--- src/rtl/rf_arbiter.sv ---
// Two-requester round-robin arbiter/sequencer for a single-port register file.
// Define RF_ARB_STATS_EN to add saturating per-requester transfer counters a_cnt/b_cnt.
module rf_arbiter #(
    parameter int WIDTH = 8,
    parameter int AW    = 3
) (
    input  logic             clk,
    input  logic             rst,
    input  logic             a_valid,
    input  logic             a_we,
    input  logic [AW-1:0]    a_addr,
    input  logic [WIDTH-1:0] a_wdata,
    output logic             a_ready,
    output logic             a_rvalid,
    output logic [WIDTH-1:0] a_rdata,
    input  logic             b_valid,
    input  logic             b_we,
    input  logic [AW-1:0]    b_addr,
    input  logic [WIDTH-1:0] b_wdata,
    output logic             b_ready,
    output logic             b_rvalid,
    output logic [WIDTH-1:0] b_rdata,
    output logic             rf_wr_en,
    output logic [AW-1:0]    rf_addr,
    output logic [WIDTH-1:0] rf_wr_data,
    input  logic [WIDTH-1:0] rf_rd_data
`ifdef RF_ARB_STATS_EN
    ,
    output logic [15:0]      a_cnt,
    output logic [15:0]      b_cnt
`endif
);

    logic             last_b_r;
    logic             iss_rd_r;
    logic             iss_b_r;
    logic             grant_a_s;
    logic             grant_b_s;
    logic             sel_we_s;
    logic [AW-1:0]    sel_addr_s;
    logic [WIDTH-1:0] sel_wdata_s;

    // Round-robin grant: on contention the requester not served last wins
    always_comb begin
        grant_a_s = 1'b0;
        grant_b_s = 1'b0;
        if (rst) begin
            grant_a_s = 1'b0;
            grant_b_s = 1'b0;
        end else if (a_valid && b_valid) begin
            grant_a_s = last_b_r;
            grant_b_s = !last_b_r;
        end else begin
            grant_a_s = a_valid;
            grant_b_s = b_valid;
        end
    end

    assign a_ready = grant_a_s;
    assign b_ready = grant_b_s;

    // Mux the granted request; read requests carry zero write data
    always_comb begin
        sel_we_s    = 1'b0;
        sel_addr_s  = {AW{1'b0}};
        sel_wdata_s = {WIDTH{1'b0}};
        if (grant_b_s) begin
            sel_we_s    = b_we;
            sel_addr_s  = b_addr;
            sel_wdata_s = b_we ? b_wdata : {WIDTH{1'b0}};
        end else begin
            sel_we_s    = a_we;
            sel_addr_s  = a_addr;
            sel_wdata_s = a_we ? a_wdata : {WIDTH{1'b0}};
        end
    end

    // Issue stage: drive the register file and remember who owns a pending read
    always_ff @(posedge clk or posedge rst) begin
        if (rst) begin
            rf_wr_en   <= 1'b0;
            rf_addr    <= {AW{1'b0}};
            rf_wr_data <= {WIDTH{1'b0}};
            iss_rd_r   <= 1'b0;
            iss_b_r    <= 1'b0;
            last_b_r   <= 1'b1;
        end else if (grant_a_s || grant_b_s) begin
            rf_wr_en   <= sel_we_s;
            rf_addr    <= sel_addr_s;
            rf_wr_data <= sel_wdata_s;
            iss_rd_r   <= !sel_we_s;
            iss_b_r    <= grant_b_s;
            last_b_r   <= grant_b_s;
        end else begin
            rf_wr_en   <= 1'b0;
            iss_rd_r   <= 1'b0;
        end
    end

    // Response stage: capture read data while rf_wr_en is low and steer it by tag
    always_ff @(posedge clk or posedge rst) begin
        if (rst) begin
            a_rvalid <= 1'b0;
            b_rvalid <= 1'b0;
            a_rdata  <= {WIDTH{1'b0}};
            b_rdata  <= {WIDTH{1'b0}};
        end else begin
            a_rvalid <= iss_rd_r && !iss_b_r;
            b_rvalid <= iss_rd_r && iss_b_r;
            if (iss_rd_r && !iss_b_r) begin
                a_rdata <= rf_rd_data;
            end
            if (iss_rd_r && iss_b_r) begin
                b_rdata <= rf_rd_data;
            end
        end
    end

`ifdef RF_ARB_STATS_EN
    // Saturating accepted-transfer counters
    always_ff @(posedge clk or posedge rst) begin
        if (rst) begin
            a_cnt <= 16'h0000;
            b_cnt <= 16'h0000;
        end else begin
            if (grant_a_s && (a_cnt != 16'hFFFF)) begin
                a_cnt <= a_cnt + 16'd1;
            end
            if (grant_b_s && (b_cnt != 16'hFFFF)) begin
                b_cnt <= b_cnt + 16'd1;
            end
        end
    end
`endif

endmodule
--- config.mk ---
export PLATFORM = sky130hd
export DESIGN_NAME = rf_arbiter
export DESIGN_NICKNAME = d
export VERILOG_FILES = /design/src/rtl/rf_arbiter.sv
export SDC_FILE = /design/constraint.sdc
export NUM_CORES = 1
export LEC_CHECK = 0
export CAP_MARGIN = 20
export CORE_AREA = 5 5 65 67
export CTS_CLUSTER_DIAMETER = 100
export CTS_CLUSTER_SIZE = 10
export DETAILED_ROUTE_END_ITERATION = 8
export DIE_AREA = 0 0 70 72
export MAX_ROUTING_LAYER = met4
export PLACE_DENSITY = 0.78
export SLEW_MARGIN = 15
export SYNTH_ARGS = -nofsm -noshare
export SYNTH_HDL_FRONTEND = slang
export SYNTH_SLANG_ARGS = --single-unit
--- constraint.sdc ---
create_clock -name clk -period 1.8 [get_ports clk]
set_input_delay 0.45 -clock clk [delete_from_list [all_inputs] [get_ports clk]]
set_output_delay 0.45 -clock clk [all_outputs]
set_load 0.01 [all_outputs]
=== Word-level counts from Yosys, hierarchy flattened ===
Cells that the tools add are included.

* Register bits after elaboration: 33
* Input port bits: 36
* Output and inout port bits: 32
* Logic and storage cells: 28

* Mux-type cells: 11
* Reductions and logical operators: 7

{| class="wikitable"
|+ Operators by type and width
! operator !! count
|-
| $mux 8 || 3
|-
| $mux 1 || 7
|-
| $logic_and 1x1->1 || 3
|-
| $logic_not 1->1 || 3
|-
| $mux 3 || 1
|-
| $logic_or 1x1->1 || 1
|}

=== Longest topological paths before layout ===
* Depth in word-level cells: 6
* Gate-level depth with buffers: 4
* Gate-level depth less buffers: 3

=== Least setup slack after synthesis ===
Ideal clock, no wire load.

* Path kind: input-to-reg
* Start: input port rst
* End: register rf_addr[2]
* Library setup time: 0.082 ns
* Arrival time: 1.586 ns
* Data required time: 1.718 ns
* Path slack: 0.132 ns
* Stages: 3
* Path buffers: 0
* Cell sequence: inv_1 o2111ai_1 a31oi_1

* Cells in the longest elaborated chain, start to end: 2
* Elaborated cells between the ends (all ways): 4
* Classes of those cells: mux: 3; reduce/logical: 1

{| class="wikitable"
|+ Ends and longest elaborated chain
! what !! RTL line !! text
|-
| start: declaration || 8 || <nowiki>input logic rst,</nowiki>
|-
| $mux 1 || 47 || <nowiki>if (rst) begin</nowiki>
|-
| $mux 3 or $logic_or 1x1->1 (tied branches) || 67, 87 ||
|-
| end signal: assignment || 82 || <nowiki>rf_addr <= {AW{1'b0}};</nowiki>
|-
| end signal: assignment || 89 || <nowiki>rf_addr <= sel_addr_s;</nowiki>
|-
| end: declaration || 24 || <nowiki>output logic [AW-1:0] rf_addr,</nowiki>
|}

Several ways; a longest one is shown, not always the timed one.
A chain may end at the register's enable or synchronous reset.

=== Final worst setup path ===
* Start: input port rst
* End: output port b_ready

* Cells in the longest elaborated chain, start to end: 1

{| class="wikitable"
|+ Ends and longest elaborated chain
! what !! RTL line !! text
|-
| $mux 1 || 47 ||
|-
| end: declaration || 20 || <nowiki>output logic b_ready,</nowiki>
|}

No other way between the ends.

==> load_flow_metrics.sql <==
INSERT INTO impl_metrics (metric_group, metric, value, unit) VALUES
('status', 'run_status', 'finished clean', ''),
('sta', 'setup_total_negative_slack', '0', 'ns'),
('route', 'avgRoutedWirePerCell', '15.18', 'µm'),
('critical_path', 'cp-startpoint', 'rst', ''),
('die', 'core', '0.003578', 'mm²'),
('power_and_ir_drop', 'power.static_leakage', '0.9879', 'nW'),
('route', 'vias_per_cell', '4.936', ''),
('synth', 'asyncSetResetFlopFracSynth', '1.000', ''),
('synth', 'ys_ff_latch', '33', ''),
('critical_path', 'critical_path_required', '1.35', 'ns'),
('sta', 'fin_worst_skew', '0.006026', 'ns'),
('synth', 'yosys_warnings', '0', ''),
('route', 'dr_total_vias', '1155', ''),
('sta', 'slew_headroom', '0.6761', ''),
('place', 'place.detailed.hpwl', '2.817', 'mm'),
('die', 'dieArea', '0.005040', 'mm²'),
('cts', 'worstSkewPairLatency', '0.32', 'ns'),
('place', 'placement.io_buffers', '67', ''),
('critical_path', 'worst-path-max-fanout', '2', ''),
('critical_path', 'critPathTopFamily', 'buffers and inverters', ''),
('global_route', 'grt_pass1_wl', '5.754', 'mm'),
('global_route', 'grt.total_usage', '0.1481', ''),
('global_route', 'globalRoute.totalOverflow', '0', ''),
('die', 'floorplan.die.height', '72', 'µm'),
('place', 'dp_worst_setup_slack', '-0.4485', 'ns'),
('sta', 'worst-slew-pin-transition', '0.4838', 'ns'),
('synth', 'dominantRegCellSynth', 'sky130_fd_sc_hd__dfrtp_1', ''),
('critical_path', 'crit_path_max_incr_delay', '0.41', 'ns'),
('synth', 'post_synth_num_cell_types', '25', ''),
('power_and_ir_drop', 'finalPower', '2.097', 'mW'),
('layout', 'syn_to_final_growth', '62.29', '%'),
('synth', 'seq_area_frac_synth', '0.5950', ''),
('route', 'drt-initial-drc-count', '69', ''),
('cts', 'clock_sink_count', '33', ''),
('power_and_ir_drop', 'power.ir.vdd_worst', '0.4405', 'mV'),
('cts', 'cts_tree', 'done', ''),
('sta', 'grt_setup_unrepaired', 'true', ''),
('critical_path', 'critPathSlowestCell', 'sky130_fd_sc_hd__clkdlybuf4s50_1', ''),
('route', 'firstDrtPassIters', '4', ''),
('layout', 'layout_cell_share_with_drive_strength_beyond_1', '0.2849', ''),
('layout', 'total_number_of_nets_in_the_final_design', '221', ''),
('critical_path', 'timing.critical_path.arrival', '1.28', 'ns'),
('die', 'core.rowCount', '22', ''),
('sta', 'post_route_clock_period_utilization', '0.9627', ''),
('layout', 'nFillCells', '288', ''),
('cts', 'cts_hold_buf', '0', ''),
('min_path', 'timing.hold.worst.start', 'iss_b_r', ''),
('sta', 'setup-violations-final', '0', ''),
('die', 'effective_utilization_at_floorplan', '0.3885', ''),
('cts', 'ctsRootBufferMaster', 'sky130_fd_sc_hd__clkbuf_4', ''),
('layout', 'final_core_utilization', '0.6304', ''),
('critical_path', 'crit_buf_inv', '2', ''),
('power_and_ir_drop', 'pwr_density_cell', '929.7', 'mW/mm²'),
('sta', 'hold_violations', '0', ''),
('min_path', 'hold_class', 'register to register', ''),
('synth', 'synth.cell_area', '0.001390', 'mm²'),
('cts', 'cts.reportedPaths.clkPinSlew', '0.10', 'ns'),
('sta', 'fin_hold_ws', '0.5039', 'ns'),
('cts', 'ctsHtreeMaxLevel', '2', ''),
('sta', 'setup_ws', '0.06713', 'ns'),
('critical_path', 'start_kind', 'primary input', ''),
('cts', 'cts_made_buffers', '5', ''),
('synth', 'postSynthAreaPerCell', '13.63', 'µm²'),
('sta', 'fmax', '0.5771', 'GHz'),
('flow_run', 'timing.max_cap.violations', '0', ''),
('route', 'final_wirelength', '3.553', 'mm'),
('cts', 'clock_path_buffers', '2', ''),
('critical_path', 'path_class', 'primary input to primary output', ''),
('die', 'pin_count', '68', ''),
('layout', 'diodes', '0', ''),
('synth', 'synth.net_count', '138', ''),
('global_route', 'grt_antenna_before_repair', '0', ''),
('critical_path', 'crit_end_element', 'primary output', ''),
('synth', 'synth_edf_count', '0', ''),
('critical_path', 'critical_path.cell_chain', 'clkdlybuf4s50_1 > nand2b_1 > nor2_2 > buf_2', ''),
('global_route', 'grt_max_degree', '31', ''),
('synth', 'cells_after_synthesis', '102', ''),
('place', 'finalWeightedCongestion', '0.7354', ''),
('sta', 'final_period_minus_worst_setup_slack', '1.733', 'ns'),
('critical_path', 'reg2reg_from', 'last_b_r', ''),
('die', 'die_x', '70', 'µm'),
('sta', 'maxSlewViolCount', '0', ''),
('global_route', 'grt_pass1_vias', '1222', ''),
('route', 'antenna_left', '0', ''),
('route', 'drc_violation_count_after_routing', '0', '');
==> power by group <==
| group | switching [mW] | total [mW] | internal [mW] |
|---|---|---|---|
| sequential | 0.0800 | 0.978 | 0.898 |
| combinational | 0.257 | 0.729 | 0.472 |
| clock | 0.244 | 0.391 | 0.147 |
| total | 0.580 | 2.10 | 1.52 |
==> state kept, by name, indices dropped and copies added, names as in the netlist <==
name,count
a_rdata,8
a_rvalid,1
b_rdata,8
b_rvalid,1
iss_b_r,1
iss_rd_r,1
last_b_r,1
rf_addr,3
rf_wr_data,8
rf_wr_en,1
==> synthesized netlist by cell type (2+ instances only) <==
master	count	share of area
sky130_fd_sc_hd__dfrtp_1	32	0.58
sky130_fd_sc_hd__mux2_2	16	0.13
sky130_fd_sc_hd__and2_1	9	0.041
sky130_fd_sc_hd__a221o_2	5	0.041
sky130_fd_sc_hd__inv_1	5	0.014
sky130_fd_sc_hd__nor2_1	4	0.011
sky130_fd_sc_hd__a221o_1	3	0.022
sky130_fd_sc_hd__a31oi_1	3	0.014
sky130_fd_sc_hd__o2111ai_1	3	0.019
sky130_fd_sc_hd__o21ai_0	3	0.011
sky130_fd_sc_hd__buf_2	2	0.0072
sky130_fd_sc_hd__nand2b_1	2	0.0090
sky130_fd_sc_hd__nor3_1	2	0.0072
sky130_fd_sc_hd__o21a_1	2	0.011
==> logic make-up (layout without fill, tap and decap cells) <==
family / Yosys count / after routing / share of synthesized area
flip-flops: 33 / 33 / 0.5950
AO/OA/AOI/OAI: 23 / 23 / 0.1386
AND/OR/NAND/NOR: 21 / 21 / 0.1053
multiplexers: 16 / 16 / 0.1296
buffers and inverters: 9 / 93 / 0.03150
==> repair_timing <==
| action | 4_1_cts | 5_1_grt |
|---|---|---|
| buffers inserted | 0 | 0 |
| pin swaps | 1 | 1 |
| setup endpoints to repair | 2 | 6 |
| endpoints found under the hold margin | 0 | 0 |
| gates resized for setup | 11 | 4 |
==> final timing paths <==
path                                       to  slack, ns  cells past startpoint
worst max register to register  rf_wr_data[1]       0.25                      4
worst max-delay path                  b_ready       0.07                      4
min in group asynchronous          rf_addr[2]       0.64                      4
max in group asynchronous            last_b_r       0.48                      5
worst min-delay path                  iss_b_r       0.50                      1
worst min register to register        iss_b_r       0.50                      1
==> stage by stage <==
step                std cells  instance area, µm²
floorplan                 102                1390
global placement          226                2193
detailed placement        226                2193
CTS                       234                2242
global route              234                2256
finish                    234                2256
==> layout by cell type, fill, tap and decap left out, types with 2 or more instances in the layout <==
master,netlist,final
sky130_fd_sc_hd__a221o_1,3,3
sky130_fd_sc_hd__a221o_2,5,5
sky130_fd_sc_hd__a31oi_1,3,3
sky130_fd_sc_hd__and2_1,9,8
sky130_fd_sc_hd__buf_2,2,2
sky130_fd_sc_hd__buf_4,0,13
sky130_fd_sc_hd__clkbuf_4,0,5
sky130_fd_sc_hd__clkdlybuf4s50_1,0,63
sky130_fd_sc_hd__clkinv_2,0,2
sky130_fd_sc_hd__dfrtp_1,32,32
sky130_fd_sc_hd__inv_1,5,5
sky130_fd_sc_hd__mux2_2,16,16
sky130_fd_sc_hd__nand2b_1,2,2
sky130_fd_sc_hd__nor2_1,4,3
sky130_fd_sc_hd__o2111ai_1,3,3
sky130_fd_sc_hd__o21a_1,2,2
sky130_fd_sc_hd__o21ai_0,3,3
==> final cells by class <==
cell class	instances	area, µm²	area share
sequential	33	827.0	0.3666
timing repair buffer	80	759.5	0.3367
multi-input combinational	60	535.5	0.2374
tap	48	60.06	0.02662
clock buffer	5	37.54	0.01664
inverter	5	18.77	0.008319
clock inverter	3	17.52	0.007765
==> routing by layer <==
layer  track usage  share of wire  vias up
li1              -              -      543
met1        0.1778           0.43      544
met2        0.2413           0.48       62
met3       0.04294          0.078        6
met4       0.04894          0.016        0
met5             -              0        -
No activity file was read; power rests on OpenSTA's default activity.
